[src/rtl/mux_2_1_pkg.sv]
// Shared VCPU-32 datapath constants used by the word-wide steering mux.
package mux_2_1_pkg;

  localparam int unsigned WORD_WIDTH = 32;

endpackage

[src/rtl/dff_r.sv]
// Generic WIDTH-bit register with asynchronous active-low clear, shared by datapath stages.
module dff_r #(
  parameter int unsigned WIDTH = 32
) (
  input  logic             clk,
  input  logic             rst_n,
  input  logic [0:WIDTH-1] d,
  output logic [0:WIDTH-1] q
);

  always_ff @(posedge clk or negedge rst_n) begin
    if (!rst_n) begin
      q <= '0;
    end else begin
      q <= d;
    end
  end

endmodule

[src/rtl/mux_2_1.sv]
// Word-wide 2-to-1 mux with output enable; disabled output is zero so OR-combined buses stay clean.
// REGISTERED=1 adds one pipeline flop with asynchronous clear on the output.
module mux_2_1
  import mux_2_1_pkg::*;
#(
  parameter int unsigned WIDTH      = WORD_WIDTH,
  parameter bit          REGISTERED = 1'b0
) (
  input  logic             clk,
  input  logic             rst_n,
  input  logic [0:WIDTH-1] a0,
  input  logic [0:WIDTH-1] a1,
  input  logic             sel,
  input  logic             enb,
  output logic [0:WIDTH-1] y
);

  logic [0:WIDTH-1] y_next;

  // Select with enable; enb=0 dominates sel and both data inputs.
  always_comb begin
    y_next = '0;
    if (enb) begin
      y_next = sel ? a1 : a0;
    end
  end

  generate
    if (REGISTERED) begin : g_reg
      dff_r #(
        .WIDTH(WIDTH)
      ) u_dff_r (
        .clk  (clk),
        .rst_n(rst_n),
        .d    (y_next),
        .q    (y)
      );
    end else begin : g_comb
      // Clock and reset have no function in the combinational build.
      logic unused_clk_rst;
      assign unused_clk_rst = clk ^ rst_n;
      assign y = y_next;
    end
  endgenerate

endmodule

[config.mk]
export PLATFORM = sky130hd
export DESIGN_NAME = mux_2_1
export DESIGN_NICKNAME = d
export VERILOG_FILES = /design/src/rtl/mux_2_1_pkg.sv /design/src/rtl/dff_r.sv /design/src/rtl/mux_2_1.sv
export SDC_FILE = /design/constraint.sdc
export NUM_CORES = 1
export LEC_CHECK = 0
export BUFFER_PORTS_ARGS = -buffer_cell sky130_fd_sc_hd__buf_2
export CAP_MARGIN = 0
export CORE_MARGIN = 2
export CORE_UTILIZATION = 29
export DETAILED_ROUTE_END_ITERATION = 7
export GPL_TIMING_DRIVEN = 1
export PLACE_DENSITY = 0.84
export SLEW_MARGIN = 20
export SYNTH_ARGS = -nofsm -noshare
export SYNTH_HDL_FRONTEND = slang
export SYNTH_SLANG_ARGS = --single-unit
[constraint.sdc]
create_clock -name vclk -period 1.6
set_input_delay 0.48 -clock vclk [all_inputs]
set_output_delay 0.48 -clock vclk [all_outputs]
set_load 0.01 [all_outputs]
==> summary.md <==
* **leakage power** 0.7367 nW
* **share of total power in combinational logic** 1.000
* **max-cap viol count** 0
* **antenna fix cells** 0
* **Buffers on Ports** 98
* **Final Max Slew Viols** 0
* **multiplexer fraction of the synthesized cell area** 0.5311
* **Critical Path Source Type** primary input
* **area of all placed cells without fillers** 1209 um^2
* **final global-route overflow total** 0
* **top cell type's share of synthesized area** 0.5311
* **achievable frequency** 611.9 MHz
* **count of boundary I/O pins** 100
* **drt initial violations** 3
* **clock group share of total power** 0
* **largest fanout of any net on the critical path** 7
* **register area share after synthesis** 0
* **post-synthesis simple-gate area fraction** 0.3320
* **number of setup violations in the final report** 3
* **total routing resource utilization after global routing** 0.1610
* **Die Y** 49.60 um
* **number of antenna violations at the first check in global routing** 0
* **result of the run** finished, violations left
* **number of buffers added for setup after CTS** 0
* **num sequential** 0
* **timing startpoint of the critical path** sel
* **instance area after placement** 1120 um^2
* **worst slew slack as a fraction of its limit** 0.8968
* **Critical Path Most Common Cell** buf_12
* **maximum VDD drop** 133.3 uV
* **arrival time reported for the critical path endpoint** 1.15 ns
* **Antenna Nets Post-Route** 0
* **count of standard-cell rows** 16
* **Final period util** 1.021
* **register cell area after layout** 0 um^2
* **area delta synth->final** 100.4%
* **HPWL reported at the end of detailed placement** 1750 um
* **total number of nets in the final design** 239
* **post-route insts no fill** 196
* **number of cells after detailed placement** 194
* **vias in the first global route** 857
* **YS warnings** 0
* **data required time of the critical path** 1.12 ns
* **Fin. Hold Viols** 0
* **top cells by area in the synthesized netlist** mux2i_1 (53%), nor2b_1 (33%), buf_12 (10%)
* **floorplan core area** 1962 um^2
* **CP max-delay cell** buf_2
* **final period demand of the worst path** 1.634 ns
* **path class of the lowest-slack min-delay path** primary input to output pin
* **Via density** 4.413
* **dominant combinational cell family by area after synthesis** multiplexers
* **setup repair after global routing missed its margin** yes
* **post-synthesis share of cell area spent on xor and xnor gates** 0
* **cell internal power dissipation** 0.1900 mW
* **slew at the pin closest to its max-slew limit** 0.1504 ns
* **share of cells above drive strength 1** 0.6391
* **Pre-Repair DR Iteration Count** 3
* **Worst Hold Launch** a0[17]
* **synthesized area per cell** 8.494 um^2
* **number of cells on the worst hold path** 4
* **starting density of the core** 0.3074
* **adder-cell share of the synthesized area** 0
* **endpoint type of the worst setup path** output pin
* **DR WL/cell** 10.56 um
* **DRC Markers** 0
* **delay of the slowest critical-path stage** 0.15 ns
* **floorplan die area** 2460 um^2
* **area fraction in compound gates after synthesis** 0
* **weighted congestion reported at the end of routability-driven placement** 0.6496
* **Final Routed Wirelength** 2070 um
* **syn_nets** 139
* **most frequent cells after synthesis** mux2i_1 (32), nor2b_1 (32), buf_12 (3), clkbuf_1 (3), buf_6 (1)
* **post-synthesis cell count** 71
* **pwr dens** 264.2 nW/um^2
* **setup slack after layout** -0.03434 ns
* **type of the worst setup path** primary input to output pin
* **cell chain of the critical path** buf_12, buf_12, mux2i_1, nor2b_1, buf_2
* **count of clock buffers in the final design** 0
* **cell accounting for the most synthesized area** mux2i_1
* **wire length of the first global-routing pass** 3353 um
* **number of distinct library cells after synthesis** 5
* **fill count** 195
* **cell area after synthesis** 603.1 um^2
* **via count** 865
* **post-placement worst setup slack** -0.1030 ns
* **part of the power in registers** 0
* **failing checks** setup timing
* **Die Span X** 49.60 um
* **pin count of the biggest net entering global routing** 18
* **sw frac** 0.4051
* **net switching power** 0.1294 mW
[cell usage in the layout, fill, tap and decap left out]
master | Yosys | layout
buf_8 | 0 | 1
buf_4 | 0 | 1
mux2i_2 | 0 | 3
buf_2 | 0 | 97
buf_16 | 0 | 2
mux2i_1 | 32 | 29
buf_12 | 3 | 4
nor2b_1 | 32 | 32
[what timing repair did]
action,CTS,global route
hold buffers,0,0
resized for setup,7,4
gates cloned,2,0
setup endpoints to repair,32,28
[critical path, delay by kind of cell]
kind	cells	cell delay, ns
and+or+nand+nor	1	0.14
muxes	1	0.12
buffers and inverters	3	0.42
[logic make-up after synthesis]
group | after synthesis
buffers and inverters | 7
multiplexers | 32
AND/OR/NAND/NOR | 32
[layer usage]
metal	vias up	routed length, um	GRT usage
met5	-	0	0
met4	0	0	0
met3	0	170	0.01818
met2	44	1148	0.3533
met1	384	752	0.1648
li1	437	-	-
[cell type report]
class | instances | area, um^2 | share of cell area
Tap cell | 27 | 33.78 | 0.02795
Timing Repair Buffer | 105 | 643.1 | 0.5321
Multi-Input combinational cell | 64 | 531.8 | 0.4400
[per-stage QoR]
step	TNS (ns)	utilization	hold slack [ns]	power (mW)
global placement	-1.666	0.5708	1.301	0.2860
CTS	-0.07003	0.6084	1.305	0.3162
global route	-0.7926	0.6161	1.323	0.3470
detailed placement	-1.914	0.5708	1.306	0.2923
finish	-0.06744	0.6161	1.304	0.3193
floorplan	0	-	1.097	0.1554
[power by group through the flow]
| stage | logic, mW | clock network, mW | registers, mW |
|---|---|---|---|
| 4_1_cts | 0.316 | 0 | 0 |
| 5_1_grt | 0.347 | 0 | 0 |
| 3_5_place_dp | 0.292 | 0 | 0 |
| 6_report | 0.319 | 0 | 0 |
| 3_3_place_gp | 0.286 | 0 | 0 |
| 2_1_floorplan | 0.155 | 0 | 0 |
[final timing paths]
kind / end / slack, ns
max: y[26] / -0.03
min: y[17] / 1.30
(Power assumes the default switching activity.)
